File: config.mk
export PLATFORM = sky130hd
export DESIGN_NAME = obc_dft_bin_sequencer
export DESIGN_NICKNAME = d
export VERILOG_FILES = /design/src/rtl/obc_dft_pkg.sv /design/src/rtl/obc_rom_sum8.sv /design/src/rtl/obc_dft_bin_sequencer.sv
export SDC_FILE = /design/constraint.sdc
export NUM_CORES = 1
export LEC_CHECK = 0
export CORE_AREA = 2 2 222 224
export DETAILED_ROUTE_END_ITERATION = 8
export DIE_AREA = 0 0 224 226
export PLACE_DENSITY = 0.79
export SLEW_MARGIN = 15
export SYNTH_ARGS = -nofsm -noshare
export SYNTH_HDL_FRONTEND = slang
export SYNTH_SLANG_ARGS = --single-unit
File: constraint.sdc
create_clock -name clk -period 18.9 [get_ports clk]
set_input_delay 3.78 -clock clk [delete_from_list [all_inputs] [get_ports clk]]
set_output_delay 3.78 -clock clk [all_outputs]
set_load 0.05 [all_outputs]
File: src/rtl/obc_dft_pkg.sv
// Shared types and helpers for the OBC DFT bin datapath.
// Words are Q10.21; bin sums carry three extra integer bits.
package obc_dft_pkg;

   typedef enum logic [1:0] {
      IDLE = 2'd0,
      RUN  = 2'd1,
      DONE = 2'd2
   } state_t;

   localparam int ACC_W_DEF  = 32;
   localparam int Q_INT_W    = 10;
   localparam int Q_FRAC_W   = 21;
   localparam int SUM_GROWTH = 3;

   // Sign-extends the low w bits of v to 64 bits; callers truncate to their width.
   function automatic logic signed [63:0] sext64(input logic [63:0] v, input int w);
      logic signed [63:0] t;
      t = $signed(v << (64 - w));
      return t >>> (64 - w);
   endfunction

endpackage

File: src/rtl/obc_rom_sum8.sv
// Combinational sign-extending adder tree over the eight ROM words of one bin.
// Output is wide enough that eight full-scale words cannot overflow.
module obc_rom_sum8
   import obc_dft_pkg::*;
#(
   parameter int ACC_W = ACC_W_DEF
) (
   input  logic [8*ACC_W-1:0]          words,
   output logic [ACC_W+SUM_GROWTH-1:0] sum
);

   localparam int SUM_W = ACC_W + SUM_GROWTH;

   logic [SUM_W-1:0] ext [8];
   logic [SUM_W-1:0] lvl1 [4];
   logic [SUM_W-1:0] lvl2 [2];

   always_comb begin
      for (int k = 0; k < 8; k++) begin
         ext[k] = SUM_W'(sext64(64'(words[k*ACC_W +: ACC_W]), ACC_W));
      end
      for (int k = 0; k < 4; k++) begin
         lvl1[k] = ext[2*k] + ext[2*k+1];
      end
      lvl2[0] = lvl1[0] + lvl1[1];
      lvl2[1] = lvl1[2] + lvl1[3];
      sum     = lvl2[0] + lvl2[1];
   end

endmodule

File: src/rtl/obc_dft_bin_sequencer.sv
// Bit-serial OBC controller for one 16-point DFT bin: slices samples LSB first,
// shift-accumulates the ROM sum, subtracts the sign-bit term and adds the offset.
module obc_dft_bin_sequencer
   import obc_dft_pkg::*;
#(
   parameter int                      DATA_W   = 16,
   parameter int                      ACC_W    = ACC_W_DEF,
   parameter logic signed [ACC_W-1:0] OFFSET_K = '0
) (
   input  logic                          clk,
   input  logic                          rst_n,
   input  logic                          in_valid,
   output logic                          in_ready,
   input  logic [16*DATA_W-1:0]          x_flat,
   output logic [15:0]                   bit_slice,
   input  logic [ACC_W-1:0]              rom_out0,
   input  logic [ACC_W-1:0]              rom_out1,
   input  logic [ACC_W-1:0]              rom_out2,
   input  logic [ACC_W-1:0]              rom_out3,
   input  logic [ACC_W-1:0]              rom_out4,
   input  logic [ACC_W-1:0]              rom_out5,
   input  logic [ACC_W-1:0]              rom_out6,
   input  logic [ACC_W-1:0]              rom_out7,
   output logic                          busy,
   output logic                          out_valid,
   input  logic                          out_ready,
   output logic [ACC_W+SUM_GROWTH-1:0]   dout
);

   localparam int SUM_W = ACC_W + SUM_GROWTH;
   localparam int CNT_W = (DATA_W > 1) ? $clog2(DATA_W) : 1;

   state_t                   state, state_nxt;
   logic [DATA_W-1:0]        smp [16];
   logic [CNT_W-1:0]         b;
   logic signed [SUM_W-1:0]  acc;
   logic signed [SUM_W-1:0]  dout_r;
   logic [SUM_W-1:0]         s_sum;
   logic signed [SUM_W-1:0]  s_b;
   logic signed [SUM_W-1:0]  offset_ext;
   logic                     last_bit;

   // Wrapping add followed by arithmetic halving; no saturation by design.
   function automatic logic signed [SUM_W-1:0] acc_step(input logic signed [SUM_W-1:0] a,
                                                       input logic signed [SUM_W-1:0] s);
      logic signed [SUM_W-1:0] t;
      t = a + s;
      return t >>> 1;
   endfunction

   obc_rom_sum8 #(.ACC_W(ACC_W)) u_sum8 (
      .words ({rom_out7, rom_out6, rom_out5, rom_out4,
               rom_out3, rom_out2, rom_out1, rom_out0}),
      .sum   (s_sum)
   );

   assign s_b        = $signed(s_sum);
   assign offset_ext = SUM_W'(sext64(64'(OFFSET_K), ACC_W));
   assign last_bit   = (b == CNT_W'(DATA_W - 1));
   assign dout       = dout_r;

   always_ff @(posedge clk) begin
      if (!rst_n) state <= IDLE;
      else        state <= state_nxt;
   end

   always_comb begin
      state_nxt = state;
      in_ready  = 1'b0;
      busy      = 1'b0;
      out_valid = 1'b0;
      bit_slice = '0;
      case (state)
         IDLE: begin
            in_ready = 1'b1;
            if (in_valid) state_nxt = RUN;
         end
         RUN: begin
            busy = 1'b1;
            for (int n = 0; n < 16; n++) bit_slice[n] = smp[n][0];
            if (last_bit) state_nxt = DONE;
         end
         DONE: begin
            out_valid = 1'b1;
            if (out_ready) state_nxt = IDLE;
         end
         default: state_nxt = IDLE;
      endcase
   end

   // The sign-bit slice arrives last and carries negative weight, hence the subtract.
   always_ff @(posedge clk) begin
      if (!rst_n) begin
         b      <= '0;
         acc    <= '0;
         dout_r <= '0;
         for (int n = 0; n < 16; n++) smp[n] <= '0;
      end else begin
         case (state)
            IDLE: begin
               if (in_valid) begin
                  for (int n = 0; n < 16; n++) smp[n] <= x_flat[n*DATA_W +: DATA_W];
                  acc <= '0;
                  b   <= '0;
               end
            end
            RUN: begin
               for (int n = 0; n < 16; n++) smp[n] <= smp[n] >> 1;
               if (last_bit) begin
                  dout_r <= acc - s_b + offset_ext;
               end else begin
                  acc <= acc_step(acc, s_b);
                  b   <= b + 1'b1;
               end
            end
            default: ;
         endcase
      end
   end

endmodule

==> key figures <==
Critical path
  – Most numerous cell on the critical path: fa_1
  – Crit Path Class: primary input to register
  – CP Data Required Time: 19.35 ns
  – Endpoint kind of the worst setup timing path: register
  – Largest fanout of any net on the critical path: 11
  – R2r setup slk: 15.43 ns
  – Arrival time of the worst setup path: 11.44 ns
  – Worst path max stage delay: 0.53 ns
  – Kind of start point of the critical path: primary input
  – CP max stage cell: fa_1

GRT
  – Global-route met1 utilization: 29.33%
  – Global route hottest layer: met2
  – Global-route total usage across every layer: 24.72%
  – Global-route wire length before repair: 99230 um
  – GR Util met2: 44.57%
  – Grt met3 use: 5.438%
  – Via count of the first global-routing pass: 18.73k
  – Largest net degree at the start of global routing: 241
  – Overall overflow remaining after global route: 0
  – Initial antenna violation count: 11

Run status
  – Status: finished, final reports clean

Placed design
  – Dpl ws: 7.508 ns
  – Routability cong.: 1.023
  – Count of buffers inserted at the top-level ports: 569
  – Post-detailed-placement half-perimeter wirelength: 49010 um

Timing
  – Peak clock frequency supported by timing: 91.02 MHz
  – Min cycle time layout: 10.99 ns
  – Final count of negative-setup-slack endpoints: 0
  – Final worst-path setup slack: 7.914 ns
  – Share of the cycle needed by the critical path after routing: 58.13%
  – Max-slew headroom at the worst pin: 15.82%
  – Setup repair after global routing missed its margin: no
  – Worst Max-Slew Pin Slew: 1.263 ns
  – Sum of negative setup slack: 0 ns
  – Worst Clk Skew: 0.02102 ns
  – Final number of hold-violating endpoints: 0
  – Final max-slew violation count: 0

Clocking
  – Clock tree from TritonCTS: built
  – Clock latency on the worst-skew pair: 0.54 ns
  – Clock slew at the register clock pins of the worst setup and hold paths: 0.06 ns
  – Setup fix buffers added after clock tree synthesis: 0
  – CTS Buf Count: 36
  – Sinks on Clock Net: 331
  – Clock tree root driver cell: clkbuf_16
  – CTS H-tree depth: 2
  – Clock Path Buffers: 3
  – Post-cts sizing count: 0
  – Number of hold buffers added after CTS: 0

Route
  – Final routed wire length divided by cell count: 19.12 um
  – Number of DRC markers in iteration 0: 1042
  – Mean number of vias per cell: 5.415
  – Vias after detailed routing: 18.20k
  – Number of routed nets with antenna violations: 0
  – Wire length reported by the detailed router: 64250 um
  – 1st-pass router iterations: 5
  – Post-detailed-route DRC marker count: 0

Logic synthesis
  – Flip-flop and latch count after synthesis: 331
  – Area share of the leading cell type in the synthesized netlist: 31.84%
  – Most used DFF post-synth: edfxtp_1
  – Number of enable flip-flop cells after synthesis: 248
  – Register area share after synthesis: 38.94%
  – Dominant cells by area after synthesis: edfxtp_1 32%, fa_1 17%, a22o_1 9.0%
  – Count of unique library cells instantiated by Yosys: 80
  – Ys async rst share: 0%
  – Cells after Synth: 2193
  – Synthesized area per cell: 10.67 um2
  – Synthesized Nets: 3017
  – Leading post-synthesis cells by instance count: 395 x inv_1, 248 x edfxtp_1, 240 x a22o_1, 197 x fa_1, 117 x a21oi_1
  – Cell area after synthesis: 23390 um2
  – Leading cell type by number of instances after synthesis: inv_1
  – Ys Warns: 0
  – Post-synthesis cell type with the largest combined area: edfxtp_1

Min path
  – Class of the most critical hold timing path: register to register

Floorplanning
  – Initial standard-cell utilization of the core: 48.39%
  – Area inside the core boundary: 48340 um2
  – Chip Height: 226 um
  – DIE WIDTH: 224 um
  – Die area: 50620 um2
  – Placement Rows: 81
  – Number of ports placed on the die boundary: 570

Finish
  – Area delta synth->final: 31.53%
  – Number of nets in the final layout: 3534
  – Share of cells above drive strength 1: 3.586%

Job
  – Maximum capacitance violations: 0
==> layout make-up <==
class | count | area, um2
diodes | 6 | 15.01
clock buffers | 41 | 939.7
clock inverters | 20 | 178.9
fillers | 3797 | 17580
inverters | 396 | 1486
multi-input cells | 1366 | 12480
flip-flops and latches | 331 | 9109
well taps | 622 | 778.2
repair buffers | 579 | 5783
==> layer usage <==
metal | vias to the layer above | wire length [um]
li1 | 8615 | -
met1 | 8840 | 25180
met2 | 615 | 32360
met3 | 117 | 4812
met4 | 12 | 1807
met5 | - | 82
==> cells in the final DEF, fill, tap and decap left out, types with 4 or more instances in the layout <==
| cell type | n |
|---|---|
| a31oi_1 | 8 |
| o21ai_0 | 65 |
| edfxtp_1 | 248 |
| nand2b_1 | 16 |
| nand3_1 | 37 |
| dfxtp_1 | 83 |
| clkdlybuf4s50_1 | 569 |
| nand4_1 | 6 |
| xor2_1 | 26 |
| clkinv_1 | 8 |
| o31a_1 | 4 |
| and2_1 | 22 |
| nand2_1 | 97 |
| ha_1 | 111 |
| buf_4 | 9 |
| o211ai_1 | 6 |
| nor2b_1 | 12 |
| clkinv_2 | 6 |
| o31ai_1 | 9 |
| or2_2 | 6 |
| inv_1 | 395 |
| nor4_1 | 10 |
| nor3_1 | 19 |
| a211oi_1 | 32 |
| fa_1 | 197 |
| and3_1 | 13 |
| o21bai_1 | 21 |
| or3_1 | 4 |
| clkbuf_16 | 36 |
| a21oi_1 | 117 |
| diode_2 | 6 |
| nor2_1 | 99 |
| a22o_1 | 240 |
| xnor2_1 | 71 |
| o21a_1 | 7 |
| a21o_1 | 37 |
==> through the flow <==
stage / util, % / cell area (um2) / instances / hold WS [ns]
finish: 63.64 / 30770 / 3361 / 0.4557
floorplan: - / 23390 / 2193 / 0.4360
CTS: 63.59 / 30740 / 3355 / 0.4568
global route: 63.62 / 30750 / 3356 / 0.4708
global placement: 61.28 / 29620 / 3294 / 0.4437
detailed placement: 61.28 / 29620 / 3294 / 0.4487
==> registers in the layout (all words and copies together) (netlist names) <==
name	flops
dout	35
smp	256
acc	34
b	4
state	2
==> logic make-up (layout without fill, tap and decap cells) <==
group,Yosys count,count (layout),synth area share [%]
other cells,0,6,0
mux,2,2,0.09093
buf+inv,496,1036,7.991
xor+xnor,98,98,3.702
fa+ha+maj,308,308,22.80
flops,331,331,38.94
simple gates,363,363,7.473
compound gates,595,595,19.01
==> path summary, 6_finish.rpt <==
path | cells after the start | startpoint | to
setup / recovery | 29 | rom_out3[2] | dout[24]$_SDFFE_PN0P_
hold / removal | 2 | smp[0][223]$_SDFFE_PN0P_ | smp[0][223]$_SDFFE_PN0P_
setup reg to reg | 12 | acc[0]$_SDFFE_PN0P_ | acc[27]$_SDFFE_PN0P_
hold reg to reg | 2 | smp[0][223]$_SDFFE_PN0P_ | smp[0][223]$_SDFFE_PN0P_
==> critical path, delay by kind of cell <==
family	cells	cell delay, ns
adder cells (fa/ha/maj)	7	3.08
AO/OA/AOI/OAI	8	2.20
buffers and inverters	5	0.66
AND/OR/NAND/NOR	7	1.44
XOR/XNOR	2	0.26
Power is left out: the tool's default activity adds up to more than one toggle a clock period on the data nets, which glitch-free logic cannot reach.
